$ cat src/rtl/interrupt_controller_n_if.sv
// interrupt_controller_n_if: peripheral/CPU-side signal bundle of the interrupt controller
interface interrupt_controller_n_if #(
    parameter int NUM_SRC = 8,
    parameter int IDW = $clog2(NUM_SRC)
);
    logic [NUM_SRC-1:0] int_sources;
    logic [NUM_SRC-1:0] int_enable;
    logic ea;
    logic [NUM_SRC-1:0] edge_mode;
    logic int_ack_attended;
    logic int_ack_complete;
    logic int_req;
    logic [IDW-1:0] int_number;
    logic int_pending;
    logic int_attending;
    logic [NUM_SRC-1:0] pending_vec;
    modport master (
        output int_sources, int_enable, ea, edge_mode, int_ack_attended, int_ack_complete,
        input int_req, int_number, int_pending, int_attending, pending_vec
    );
    modport slave (
        input int_sources, int_enable, ea, edge_mode, int_ack_attended, int_ack_complete,
        output int_req, int_number, int_pending, int_attending, pending_vec
    );
endinterface

$ cat src/rtl/interrupt_controller_n.sv
// interrupt_controller_n: N-source fixed-priority interrupt controller with attended/complete handshake
module interrupt_controller_n #(
    parameter int NUM_SRC = 8,
    parameter int IDW = $clog2(NUM_SRC)
) (
    input logic clk,
    input logic rst,
    interrupt_controller_n_if.slave bus
);
    typedef enum logic [1:0] {IDLE, REQ, SERVICE} state_t;
    state_t state, state_n;
    logic [NUM_SRC-1:0] masked, hist, eligible, clr, pend_n, onehot;
    logic [IDW-1:0] sel, num_n;
    logic req_n, att_n, any_n;
    assign masked = bus.int_sources & bus.int_enable & {NUM_SRC{bus.ea}};
    assign eligible = bus.pending_vec & bus.int_enable & {NUM_SRC{bus.ea}};
    assign onehot = NUM_SRC'(1) << bus.int_number;
    // lowest eligible index wins
    always_comb begin
        sel = '0;
        for (int i = NUM_SRC - 1; i >= 0; i--)
            if (eligible[i]) sel = IDW'(i);
    end
    // next state, next outputs and pending-bit update
    always_comb begin
        state_n = state;
        req_n = bus.int_req;
        num_n = bus.int_number;
        att_n = bus.int_attending;
        clr = '0;
        case (state)
            IDLE: if (|eligible) begin
                state_n = REQ;
                req_n = 1'b1;
                num_n = sel;
            end
            REQ: if (bus.int_ack_attended) begin
                state_n = SERVICE;
                req_n = 1'b0;
                att_n = 1'b1;
                clr = onehot & bus.edge_mode;
            end
            SERVICE: if (bus.int_ack_complete) begin
                state_n = IDLE;
                att_n = 1'b0;
            end
            default: state_n = IDLE;
        endcase
        pend_n = (bus.edge_mode & ((masked & ~hist) | (bus.pending_vec & ~clr))) | (~bus.edge_mode & masked);
        any_n = (state == IDLE) ? |eligible : |(eligible & ~onehot);
    end
    // state and registered outputs
    always_ff @(posedge clk) begin
        if (rst) begin
            state <= IDLE;
            hist <= '0;
            bus.pending_vec <= '0;
            bus.int_req <= 1'b0;
            bus.int_number <= '0;
            bus.int_pending <= 1'b0;
            bus.int_attending <= 1'b0;
        end else begin
            state <= state_n;
            hist <= masked;
            bus.pending_vec <= pend_n;
            bus.int_req <= req_n;
            bus.int_number <= num_n;
            bus.int_pending <= any_n;
            bus.int_attending <= att_n;
        end
    end
endmodule

$ cat src/flat_wrapper.sv
// flat-port wrapper written by rule: the top's interface ports become plain ports
module interrupt_controller_n_flat 
#(
    parameter int NUM_SRC = 8,
    parameter int IDW = $clog2(NUM_SRC)
)
  (clk, rst, bus_int_sources, bus_int_enable, bus_ea, bus_edge_mode, bus_int_ack_attended, bus_int_ack_complete, bus_int_req, bus_int_number, bus_int_pending, bus_int_attending, bus_pending_vec);
  interrupt_controller_n_if #(.NUM_SRC(NUM_SRC), .IDW(IDW)) bus_i ();
  input logic clk;
  input logic rst;
  input wire logic [$bits(bus_i.int_sources)-1:0] bus_int_sources;
  input wire logic [$bits(bus_i.int_enable)-1:0] bus_int_enable;
  input wire logic [$bits(bus_i.ea)-1:0] bus_ea;
  input wire logic [$bits(bus_i.edge_mode)-1:0] bus_edge_mode;
  input wire logic [$bits(bus_i.int_ack_attended)-1:0] bus_int_ack_attended;
  input wire logic [$bits(bus_i.int_ack_complete)-1:0] bus_int_ack_complete;
  output wire logic [$bits(bus_i.int_req)-1:0] bus_int_req;
  output wire logic [$bits(bus_i.int_number)-1:0] bus_int_number;
  output wire logic [$bits(bus_i.int_pending)-1:0] bus_int_pending;
  output wire logic [$bits(bus_i.int_attending)-1:0] bus_int_attending;
  output wire logic [$bits(bus_i.pending_vec)-1:0] bus_pending_vec;
  assign bus_i.int_sources = bus_int_sources;
  assign bus_i.int_enable = bus_int_enable;
  assign bus_i.ea = bus_ea;
  assign bus_i.edge_mode = bus_edge_mode;
  assign bus_i.int_ack_attended = bus_int_ack_attended;
  assign bus_i.int_ack_complete = bus_int_ack_complete;
  assign bus_int_req = bus_i.int_req;
  assign bus_int_number = bus_i.int_number;
  assign bus_int_pending = bus_i.int_pending;
  assign bus_int_attending = bus_i.int_attending;
  assign bus_pending_vec = bus_i.pending_vec;
  interrupt_controller_n #(.NUM_SRC(NUM_SRC), .IDW(IDW)) u_core (.clk(clk), .rst(rst), .bus(bus_i));
endmodule
$ cat config.mk
export PLATFORM = sky130hd
export DESIGN_NAME = interrupt_controller_n_flat
export DESIGN_NICKNAME = d
export VERILOG_FILES = /design/src/rtl/interrupt_controller_n_if.sv /design/src/rtl/interrupt_controller_n.sv /design/src/flat_wrapper.sv
export SDC_FILE = /design/constraint.sdc
export NUM_CORES = 1
export LEC_CHECK = 0
export CAP_MARGIN = 20
export CELL_PAD_IN_SITES_DETAIL_PLACEMENT = 1
export CELL_PAD_IN_SITES_GLOBAL_PLACEMENT = 1
export CORE_MARGIN = 2
export CORE_UTILIZATION = 29
export CTS_CLUSTER_SIZE = 25
export DETAILED_ROUTE_END_ITERATION = 12
export PLACE_DENSITY_LB_ADDON = 0.1
export SYNTH_ARGS = -nofsm -noshare
export SYNTH_HDL_FRONTEND = slang
export SYNTH_SLANG_ARGS = --single-unit
$ cat constraint.sdc
create_clock -name clk -period 1.44 [get_ports clk]
set_input_delay 0.432 -clock clk [delete_from_list [all_inputs] [get_ports clk]]
set_output_delay 0.432 -clock clk [all_outputs]
set_load 0.02 [all_outputs]
==> summary.txt <==
Clock tree
  • Clk Latency, worst-skew pair: ~280 ps
  • CTS Buf Count: 3
  • Root Driver: clkbuf_8
  • Clock buffer depth: 2
  • Htree depth: 1
  • CTS tree: yes
  • Clk sink count: 24
  • Reg clk slew, reported paths: about 100 ps

Hold path
  • Hold Crit Class: register to register

Detailed routing
  • Metal-1 WL: around 2 mm
  • 1st-iter DRT viols: 46
  • Via count: roughly 1300
  • DR vias/cell: slightly above 5
  • Uppermost layer routed: met4
  • Routed len/inst: roughly 16 µm
  • Antenna Nets Post-Route: 0
  • Initial DRT Pass Iterations: 4
  • Met3 WL: about 180 µm
  • Drt drc: 0
  • Met2 routed WL: slightly above 2 mm
  • Final wirelength: 4.264 mm

Critical path
  • CP top delay family: compound AO/OA/AOI/OAI gates
  • Arr. time, crit path: between 1500 and 2000 ps
  • Critical path class: input port to register
  • CP Buf/Inv Count: 1
  • CP max FO: 4
  • Worst Path Required: about 1600 ps
  • Crit end category: register
  • Max incr delay on CP: between 400 and 500 ps
  • Startpoint types: input port
  • Slowest CP cell: o41ai_4
  • CP cell instances: dlygate4sd2_1 -> a22o_4 -> o41ai_4 -> a211o_1 -> o21ai_2

Cells and area
  • Nets: about 240
  • Final instance area: ~0.0022 mm²
  • Layout cell share with drive strength beyond 1: 0.3692
  • Final Util: 0.5301
  • Antenna Diode Count: 0
  • Area grow syn2layout: 73.29%
  • Fillers: approximately 470

Global route
  • Grt total ovfl: 0
  • Global-route wire length before repair: 7.058 mm
  • Largest net degree at the start of global routing: 19
  • Total GRT Usage: 0.1810
  • Initial antenna violation count: 0
  • Vias in the first global route: 1450

Synth
  • Netlist cell types: 40
  • Number of cells produced by synthesis: 135
  • Flop and latch count out of synthesis: 24
  • Area share of the largest cell type after synthesis: 0.3871
  • Synth top area cells: dfxtp_1, nand2_1, nand3b_1
  • Area of the mapped netlist: roughly 0.0012 mm²
  • Sequential area share after synthesis: 0.3871
  • Synth warn: 0
  • Leading area contributor after synthesis: dfxtp_1
  • Post-synth EDFFs: 0
  • Syn_area_per_cell: between 9 and 10 µm²
  • FFs w/ async S/R, synth: 0
  • Top FF cell, synth: dfxtp_1
  • Syn Nets: roughly 160

STA
  • Fmax: just under 700 MHz
  • Final worst path period need: ~1400 ps
  • # setup viols final: 1
  • Worst slew pin tran: 364.7 ps
  • WHS: approximately 470 ps
  • Final worst path period share: 1.006
  • Slew Viols, Final: 0
  • Final Hold Viols: 0
  • Normalized max-slew margin: 0.7561
  • PnR worst setup slack: -8.517 ps
  • Setup Skew: between 9 and 10 ps
  • RSZ-0062 raised after global routing: true

Placement
  • Placed inst area: about 0.0019 mm²
  • Setup WS pre-CTS: -560.2 ps
  • Port buffer count: 42
  • GPL Wtd Cong: approximately 0.90
  • Post-DP HPWL: about 3.3 mm

Pwr
  • Pwr dens: around 800 mW/mm²
  • Power Total: between 1500 and 2000 µW
  • Static Leak: approximately 0.00094 µW
  • Peak VDD IR: around 0.00055 V

Flow run
  • Max Cap Viol: 0

Die
  • Num ports: 43
  • DIE AREA: about 0.0048 mm²
  • Row count: 23
  • Core Box Area: roughly 0.0041 mm²
  • Initial Util: 0.3059
  • Die height: 69.42 µm
  • Chip Width: between 60 and 70 µm

Status
  • Status: finished, violations left
  • Violated checks: negative setup slack
[repair_timing]
item	4_1_cts	5_1_grt
hold buffers	0	0
endpoints found under the setup margin	32	19
pin swaps	8	7
resized for setup	51	21
setup buffers	0	3
[worst register-to-register path: cells and delay by family, from the launching register on]
kind | cells | cell delay, ps
compound gates | 3 | 650
buf+inv | 1 | 140
flops | 1 | 370
simple gates | 1 | 150
[registers in the layout, summed over array words and instances, names as in the netlist]
| signal | count |
|---|---|
| u_core.hist | 8 |
| u_core.state | 2 |
| u_core.bus.int_number | 3 |
| u_core.bus.pending_vec | 8 |
| u_core.bus.int_attending | 1 |
| u_core.bus.int_pending | 1 |
| u_core.bus.int_req | 1 |
[through the flow]
| step | cells | TNS [ps] |
|---|---|---|
| 2_1_floorplan | 135 | 0 |
| 3_3_place_gp | 257 | -7353 |
| 3_5_place_dp | 257 | -8394 |
| 4_1_cts | 261 | -14.30 |
| 5_1_grt | 264 | -136.2 |
| 6_report | 264 | -8.517 |
[per-layer routing]
layer / GRT usage / up-vias
met5: 0 / -
met2: 0.3034 / 28
met3: 0.04360 / 4
met4: 0.03268 / 0
met1: 0.2384 / 640
li1: - / 666
[area by class of cell]
cell class / instances / area [µm²] / share of cell area
Multi-Input combinational cell: 103 / 807.0 / 0.3752
Timing Repair Buffer: 81 / 708.2 / 0.3293
Sequential cell: 24 / 494.2 / 0.2298
Tap cell: 50 / 62.56 / 0.02909
Clock buffer: 3 / 41.29 / 0.01920
Clock inverter: 1 / 30.03 / 0.01396
Inverter: 2 / 7.507 / 0.003490
[path summary, 6_finish.rpt]
check | from | end | slack [ps] | depth (start not counted)
max | bus_int_enable[5] | u_core.bus.int_number[0] | -9 | 5
max reg2reg | u_core.bus.int_number[0] | u_core.bus.int_pending | 10 | 5
min | u_core.bus.int_req | u_core.bus.int_req | 470 | 2
min reg2reg | u_core.bus.int_req | u_core.bus.int_req | 470 | 2
[cells in the final DEF (no fill, tap or decap), types with 7 or more instances in the layout]
master           instances
a21oi_1                  7
and3_1                   7
buf_4                   34
clkdlybuf4s50_1         18
dfxtp_1                 15
dfxtp_2                  8
dlygate4sd2_1           14
nand2_1                 19
nand3_1                  7
nand3b_1                 7
[synthesized netlist by cell type, types with 2 or more instances]
cell and count:
a311oi_1 2, nor2_1 4, nand3b_1 7, a21oi_1 7, nand3_1 8, nor2b_1 3, dfxtp_1 24, buf_2 2
a211oi_1 2, inv_1 2, and3_1 7, a221oi_1 2, o21ai_0 3, nand2_1 19, o211ai_1 3, a21o_1 4
a22o_2 3, nor3_1 4, buf_6 3, o2bb2ai_1 4, nor3b_1 3
[power by group]
group,switching [µW],internal (µW)
combinational,175,216
sequential,24.9,693
clock,250,372
total,450,1280
[logic make-up after synthesis]
family,share of synthesized area
multiplexers,0.009072
flip-flops,0.3871
buffers and inverters,0.04738
AND/OR/NAND/NOR,0.2803
AO/OA/AOI/OAI,0.2762
Note: power is estimated with default switching activity, not from simulation.
